===== config.mk =====
export PLATFORM = sky130hd
export DESIGN_NAME = wb_port_arbiter
export DESIGN_NICKNAME = d
export VERILOG_FILES = /design/src/rtl/wb_port_arbiter_pkg.sv /design/src/rtl/wb_pend_buf.sv /design/src/rtl/wb_port_arbiter.sv
export SDC_FILE = /design/constraint.sdc
export NUM_CORES = 1
export LEC_CHECK = 0
export CAP_MARGIN = 25
export CORE_MARGIN = 5
export CORE_UTILIZATION = 33
export DETAILED_ROUTE_END_ITERATION = 10
export PLACE_DENSITY = 0.8
export SETUP_SLACK_MARGIN = 0.02
export SYNTH_ARGS = -nofsm -noshare
export SYNTH_HDL_FRONTEND = slang
export SYNTH_SLANG_ARGS = --single-unit

===== constraint.sdc =====
create_clock -name clk -period 2.2 [get_ports clk]
set_input_delay 0.22 -clock clk [delete_from_list [all_inputs] [get_ports clk]]
set_output_delay 0.22 -clock clk [all_outputs]
set_load 0.01 [all_outputs]

===== src/rtl/wb_port_arbiter_pkg.sv =====
// Shared constants and request type for the write-back port arbiter.
package wb_port_arbiter_pkg;

    localparam int unsigned XLEN = 32;
    localparam int unsigned REGW = 5;

    typedef struct packed {
        logic            valid;
        logic [REGW-1:0] rd;
        logic [XLEN-1:0] res;
    } wb_req_t;

endpackage


===== src/rtl/wb_pend_buf.sv =====
// One-entry valid/ready holding buffer for a long-latency result,
// plus the counter of consecutive cycles it has been denied a port.
module wb_pend_buf
    import wb_port_arbiter_pkg::*;
#(
    parameter int unsigned STARVE_MAX = 4
) (
    input  logic                            clk,
    input  logic                            reset,
    input  logic                            i_cap_valid,
    input  logic [REGW-1:0]                 i_cap_rd,
    input  logic [XLEN-1:0]                 i_cap_res,
    output logic                            o_ready,
    input  logic                            i_drain,
    input  logic                            i_starve_inc,
    output wb_req_t                         o_pend,
    output logic [$clog2(STARVE_MAX+1)-1:0] o_starve_cnt
);

    localparam int unsigned CntW = $clog2(STARVE_MAX + 1);

    wb_req_t         r_pend;
    logic [CntW-1:0] r_starve_cnt;

    assign o_ready      = !r_pend.valid;
    assign o_pend       = r_pend;
    assign o_starve_cnt = r_starve_cnt;

    // Capture needs an empty buffer and drain needs a full one, so they never coincide.
    always_ff @(posedge clk or posedge reset) begin
        if (reset) begin
            r_pend <= '0;
        end else if (i_cap_valid && !r_pend.valid) begin
            r_pend.valid <= 1'b1;
            r_pend.rd    <= i_cap_rd;
            r_pend.res   <= i_cap_res;
        end else if (i_drain) begin
            r_pend.valid <= 1'b0;
        end
    end

    always_ff @(posedge clk or posedge reset) begin
        if (reset) begin
            r_starve_cnt <= '0;
        end else if (i_starve_inc) begin
            r_starve_cnt <= r_starve_cnt + 1'b1;
        end else begin
            r_starve_cnt <= '0;
        end
    end

endmodule


===== src/rtl/wb_port_arbiter.sv =====
// Maps two pipeline lanes and one buffered long-latency result onto the two
// register-file write ports, resolving WAW conflicts and starvation stalls.
module wb_port_arbiter
    import wb_port_arbiter_pkg::*;
#(
    parameter int unsigned STARVE_MAX = 4
) (
    input  logic            clk,
    input  logic            reset,
    input  logic            lane0_valid,
    input  logic [REGW-1:0] lane0_rd,
    input  logic [XLEN-1:0] lane0_res,
    input  logic            lane1_valid,
    input  logic [REGW-1:0] lane1_rd,
    input  logic [XLEN-1:0] lane1_res,
    input  logic            ll_valid,
    input  logic [REGW-1:0] ll_rd,
    input  logic [XLEN-1:0] ll_res,
    output logic            ll_ready,
    output logic            we0,
    output logic [REGW-1:0] waddr0,
    output logic [XLEN-1:0] wdata0,
    output logic            we1,
    output logic [REGW-1:0] waddr1,
    output logic [XLEN-1:0] wdata1,
    output logic            pipe_stall
);

    localparam int unsigned CntW = $clog2(STARVE_MAX + 1);

    wb_req_t         w_pend;
    logic [CntW-1:0] w_starve_cnt;
    logic            w_e0, w_e1, w_ep;
    logic            w_wr0, w_wr1, w_both;
    logic            w_starved, w_pend_clash;
    logic            w_drain, w_starve_inc;

    wb_pend_buf #(
        .STARVE_MAX(STARVE_MAX)
    ) u_pend_buf (
        .clk         (clk),
        .reset       (reset),
        .i_cap_valid (ll_valid),
        .i_cap_rd    (ll_rd),
        .i_cap_res   (ll_res),
        .o_ready     (ll_ready),
        .i_drain     (w_drain),
        .i_starve_inc(w_starve_inc),
        .o_pend      (w_pend),
        .o_starve_cnt(w_starve_cnt)
    );

    assign w_e0 = lane0_valid && (lane0_rd != '0);
    assign w_e1 = lane1_valid && (lane1_rd != '0);
    assign w_ep = w_pend.valid && (w_pend.rd != '0);

    // Lane 1 is the younger instruction, so it wins a same-rd conflict.
    assign w_wr0  = w_e0 && !(w_e1 && (lane0_rd == lane1_rd));
    assign w_wr1  = w_e1;
    assign w_both = w_wr0 && w_wr1;

    assign w_starved    = w_ep && w_both && (w_starve_cnt == CntW'(STARVE_MAX));
    assign w_pend_clash = (w_wr0 && (lane0_rd == w_pend.rd)) ||
                          (w_wr1 && (lane1_rd == w_pend.rd));

    // Every pending entry except a held one leaves this cycle, including x0 entries.
    assign w_drain      = w_pend.valid && !(w_ep && w_both && !w_starved);
    assign w_starve_inc = w_ep && w_both && !w_starved;

    always_comb begin
        we0        = w_wr0;
        waddr0     = lane0_rd;
        wdata0     = lane0_res;
        we1        = w_wr1;
        waddr1     = lane1_rd;
        wdata1     = lane1_res;
        pipe_stall = 1'b0;
        if (w_starved) begin
            pipe_stall = 1'b1;
            we0        = 1'b1;
            waddr0     = w_pend.rd;
            wdata0     = w_pend.res;
            we1        = 1'b0;
        end else if (w_ep && !w_both && !w_pend_clash) begin
            if (!w_wr0) begin
                we0    = 1'b1;
                waddr0 = w_pend.rd;
                wdata0 = w_pend.res;
            end else begin
                we1    = 1'b1;
                waddr1 = w_pend.rd;
                wdata1 = w_pend.res;
            end
        end
        if (reset) begin
            we0        = 1'b0;
            we1        = 1'b0;
            pipe_stall = 1'b0;
        end
    end

endmodule


==> Word-level counts from Yosys, hierarchy flattened <==
Cells that the tools add are included.
{ "word_totals": {"register_bits": 41, "latchBits": 0, "ram_bits": 0, "romBits": 0, "input_bits": 116, "output_inout_bits": 78, "elab_cells": 59, "n_memories": 0} }
{ "classes": {"n_addsub": 1, "multipliers": 0, "div": 0, "magnitude_cmp": 0, "eq_ne": 4, "shifts": 0, "n_mux": 24, "bitwise": 0, "n_reduce_logical": 26} }
{ "ops": {"columns": ["op", "count"], "rows": [
  ["32-bit two-way mux", 6],
  ["5-bit two-way mux", 6],
  ["5-bit == test", 3],
  ["1-bit logical AND", 15],
  ["5-bit nonzero test", 3],
  ["1-bit two-way mux", 11],
  ["1-bit logical NOT", 6],
  ["3-bit by 1-bit adder with 3-bit output (second input constant)", 1],
  ["3-bit == test (second input constant)", 1],
  ["3-bit two-way mux", 1],
  ["2-bit nonzero test", 1],
  ["1-bit logical OR", 1]
]} }

==> Logic depth before layout (Yosys ltp) <==
{ "depth": {"ltp_word": 14, "mapped_depth": 7} }

==> Cells and area by module <==
Synthesis repeated with hierarchy kept, for this count alone.
{ "hier_totals": {"cells_unflattened": 217, "hier_area_um2": 3005.4} }
{ "modules_own_cells": {"columns": ["mod", "instances", "cells_per_inst", "area_each_um2"], "rows": [
  ["wb_pend_buf", 1, 91, 1634.1],
  ["wb_port_arbiter", 1, 126, 1371.3]
]} }

==> Worst setup path after synthesis <==
No wires, ideal clock.
{ "synth_path": {"path_kind": "input port to output port", "startpoint": "input lane0_rd[1]", "endpoint": "output waddr0[0]", "arrival_time_ps": 1925, "required_time_ps": 1980, "slack_ps": 55, "cell_stages": 6, "n_path_buf": 1, "cell_sequence": "or4_1 o21a_1 o31a_2 o22ai_4 buf_12 mux2_4"} }
{ "synth_via": {"elab_chain_len": 10, "word_cells_on_any_way": 19, "cone_classes": "2 x eq/ne; 3 x mux; 14 x reduce/logical"} }
{ "synth_rtl": {"columns": ["item", "line_no", "text"], "rows": [
  ["start, declared", "wb_port_arbiter.sv:11", "input logic [REGW-1:0] lane0_rd,"],
  ["5-bit == test", "wb_port_arbiter.sv:58", "assign w_wr0 = w_e0 && !(w_e1 && (lane0_rd == lane1_rd));"],
  ["1-bit logical AND", "wb_port_arbiter.sv:58", null],
  ["1-bit logical NOT", "wb_port_arbiter.sv:58", null],
  ["1-bit logical AND", "wb_port_arbiter.sv:58", null],
  ["1-bit logical AND (on tied branches)", "wb_port_arbiter.sv:60, wb_port_arbiter.sv:63", null],
  ["1-bit logical NOT or 1-bit logical OR (tied branches)", "wb_port_arbiter.sv:84, wb_port_arbiter.sv:63", null],
  ["1-bit logical AND or 1-bit logical NOT (tied branches)", "wb_port_arbiter.sv:84", "end else if (w_ep && !w_both && !w_pend_clash) begin"],
  ["1-bit logical AND", "wb_port_arbiter.sv:84", null],
  ["5-bit two-way mux", "wb_port_arbiter.sv:84", null],
  ["5-bit two-way mux *", "wb_port_arbiter.sv:78", "if (w_starved) begin"],
  ["end, declared", "wb_port_arbiter.sv:21", "output logic [REGW-1:0] waddr0,"]
]} }
Every way passes the cells marked *; elsewhere a longest branch is shown, timed or not.

==> Worst setup path in the final report <==
{ "layout_path": {"startpoint": "register u_pend_buf.r_pend, in the netlist u_pend_buf.o_pend[32]", "endpoint": "output waddr0[3]"} }
{ "layout_via": {"elab_chain_len": 7, "word_cells_on_any_way": 14, "cone_classes": "2 x eq/ne; 2 x mux; 10 x reduce/logical"} }
{ "layout_rtl": {"columns": ["item", "line_no", "text"], "rows": [
  ["start, declared", "wb_pend_buf.sv:22", "wb_req_t r_pend;"],
  ["5-bit == test (on tied branches)", "wb_port_arbiter.sv:63, wb_port_arbiter.sv:64", null],
  ["1-bit logical AND (on tied branches)", "wb_port_arbiter.sv:63, wb_port_arbiter.sv:64", null],
  ["1-bit logical OR", "wb_port_arbiter.sv:63", "assign w_pend_clash = (w_wr0 && (lane0_rd == w_pend.rd)) ||"],
  ["1-bit logical NOT", "wb_port_arbiter.sv:84", null],
  ["1-bit logical AND", "wb_port_arbiter.sv:84", null],
  ["5-bit two-way mux", "wb_port_arbiter.sv:84", null],
  ["5-bit two-way mux *", "wb_port_arbiter.sv:78", null]
]} }
Marked as above.

==> run metrics <==
Synth Register Bits 41; Final WS setup -0.314 ns; Starting Density 0.335; commonest non-fill, non-tap cell in the layout clkdlybuf4s50_1; Yosys warnings 0; Static Leak 2.76 nW; final setup TNS -16.47 ns; via count 2745; Seq/Total Area, Yosys 0.355; total CTS buffers 5; CTS tree built; CP most frequent cell buf_6; Clock transition at path regs 0.08 ns; Hold Crit Class in2async; CP Class reg2out; fraction of layout cells with a size suffix above 1 0.607; # DRC 0; dpl cells 546; DR vias/cell 4.77; clock sink count 41; Slew headroom 0.695; post-DR wirelength/cell between 15 and 20 um; Max-cap violations 0; hold buffer count at cts 0; clock skew 0.00405 ns; worst-path cell chain buf_6 > xnor2_4 > nand3_2 > o31ai_4 > o22ai_4 > buf_6 > buf_12 > buf_12 > mux2_4 > buf_6; hpwl dp 7830 um; pwr/cell area between 500 and 600 nW/um^2; Worst-Margin Slew 0.457 ns; setup violators final 75; CP arrival 2.29 ns; hold slack final 0.424 ns; RSZ-0062 raised after global routing true; Worst setup EP type primary output; Util after Layout 0.691; antenna viol nets, final 0; Root Driver clkbuf_8; die width 104 um; Core ar. ~8600 um^2; R2R Path Start u_pend_buf.o_pend[35]; Critical Path Start u_pend_buf.o_pend[32]; port bufs just under 200; first-pass GRT wire length 17200 um; filler instances 622; Synth Cell Area 2890 um^2; final critical-path required period 2.51 ns; most frequent cells in the layout 105 x clkdlybuf4s50_1, 84 x buf_6, 73 x mux2_4; gpl congestion 0.880; initial antenna violation count 0; Worst path max stage delay 0.42 ns; Worst Path Max Fanout 7; row count 34; P&R area growth vs syn 106%; crit share post-route 1.14; Nets 585; CP startpoint kind register; aggregate global-route resource usage 0.198; Boundary Pins 194; total gr overflow 0; vias in the first global route between 3k and 4k; Synth Instances around 220; synth unique cells 31; number of DRC markers in iteration 0 52; Avg Synthesized Cell Area 13.4 um^2; die area 10700 um^2; Req. time, crit path 1.98 ns; Final Hold Viols 0; reg2reg path depth 9; Pre-Repair DR Iteration Count 4; diode count 0; Clk Latency, worst-skew pair between 0.2 and 0.3 ns; H-tree levels 2; maximum VDD drop 0.283 mV; dpl ws -0.977 ns; status finished with violations; DRT Wirelength 11000 um; Die Y-Extent 104 um; failing checks negative setup slack; largest net degree at the start of global routing 39; Fmax 0.398 GHz; Crit-path slowest cell dfrtp_1; max-slew violations 0; clk buf depth 2; Post-Layout Cell Count 576; syn nets around 330
## cell usage after synthesis
master	count	area [um^2]
mux2_2	81	912
dfrtp_1	41	1030
mux2_4	30	450
xnor2_1	13	114
inv_1	6	22.5
nor2_1	6	22.5
buf_2	4	20.0
buf_12	3	60.1
nor3_1	3	15.0
xor2_1	3	26.3
buf_1	2	7.51
clkbuf_1	2	7.51
ha_1	2	25.0
nand3_1	2	10.0
nand4_1	2	12.5
a211o_1	1	8.76
a211oi_1	1	7.51
a21oi_1	1	5.00
and2b_2	1	8.76
nand2_1	1	3.75
nand2b_1	1	6.26
nor2b_1	1	6.26
o2111ai_2	1	15.0
o211ai_2	1	12.5
o21a_1	1	7.51
o21ai_4	1	16.3
o22ai_4	1	20.0
o31a_2	1	10.0
o31ai_2	1	12.5
or4_1	1	7.51
or4_4	1	11.3
## final cells by class
cell class                      instances  area, um^2  area share
Clock buffer                            6        82.6      0.0138
Sequential cell                        41        1030       0.173
Clock inverter                          2        13.8     0.00231
Multi-Input combinational cell        158        2000       0.336
Timing Repair Buffer                  255        2680       0.449
Tap cell                              108         135      0.0226
Inverter                                6        22.5     0.00377
## through the flow
step	instance area (um^2)	power, mW
after floorplan	2890	1.61
after global placement	5210	2.30
after detailed placement	5210	2.33
after CTS	5950	3.13
after global routing	5970	3.29
final	5970	3.13
## critical path, delay by kind of cell, from the launching register on
| family | cells | cell delay, ns |
|---|---|---|
| compound gates | 2 | 0.37 |
| xor+xnor | 1 | 0.13 |
| buf+inv | 5 | 0.68 |
| flops | 1 | 0.42 |
| mux | 1 | 0.30 |
| simple gates | 1 | 0.11 |
## registers in the layout, summed over array words and instances (netlist names)
register                 cells
u_pend_buf.o_pend           38
u_pend_buf.o_starve_cnt      3
## worst paths after layout
| check | endpoint | slack (ns) |
|---|---|---|
| max | waddr0[3] | -0.31 |
| min | u_pend_buf.o_pend[6] | 0.42 |
| max reg2reg | u_pend_buf.o_starve_cnt[2] | 0.42 |
| min reg2reg | u_pend_buf.o_starve_cnt[0] | 0.53 |
| max in group asynchronous | u_pend_buf.o_pend[35] | 1.22 |
| min in group clk | u_pend_buf.o_starve_cnt[0] | 0.53 |
## power breakdown
group	leakage, nW	total (mW)	internal, mW	switching (mW)
Clock	0.0512	0.510	0.254	0.256
Combinational	2.23	1.59	1.06	0.536
Sequential	0.482	1.02	0.890	0.132
## layer usage
metal  vias up  routed length, um  GRT usage
met1      1325               4240      0.232
li1       1291                  -          -
met5         -                  0          0
met3        15                816     0.0659
met4         0                221     0.0525
met2       114               5720      0.344
## kinds of logic (layout without fill, tap and decap cells)
kind of cell | after synthesis | after routing | synth area share
compound gates | 10 | 10 | 0.0398
mux | 111 | 111 | 0.471
xor+xnor | 16 | 16 | 0.0485
flops | 41 | 41 | 0.355
fa+ha+maj | 2 | 2 | 0.00866
buf+inv | 17 | 269 | 0.0407
simple gates | 19 | 19 | 0.0359
## what timing repair did
| item | in CTS | in global routing |
|---|---|---|
| setup buffers | 16 | 4 |
| setup endpoints to repair | 77 | 77 |
| pin swaps | 10 | 6 |
| gates cloned | 6 | 1 |
| resized for setup | 478 | 18 |
No activity file was read; power rests on OpenSTA's default activity.
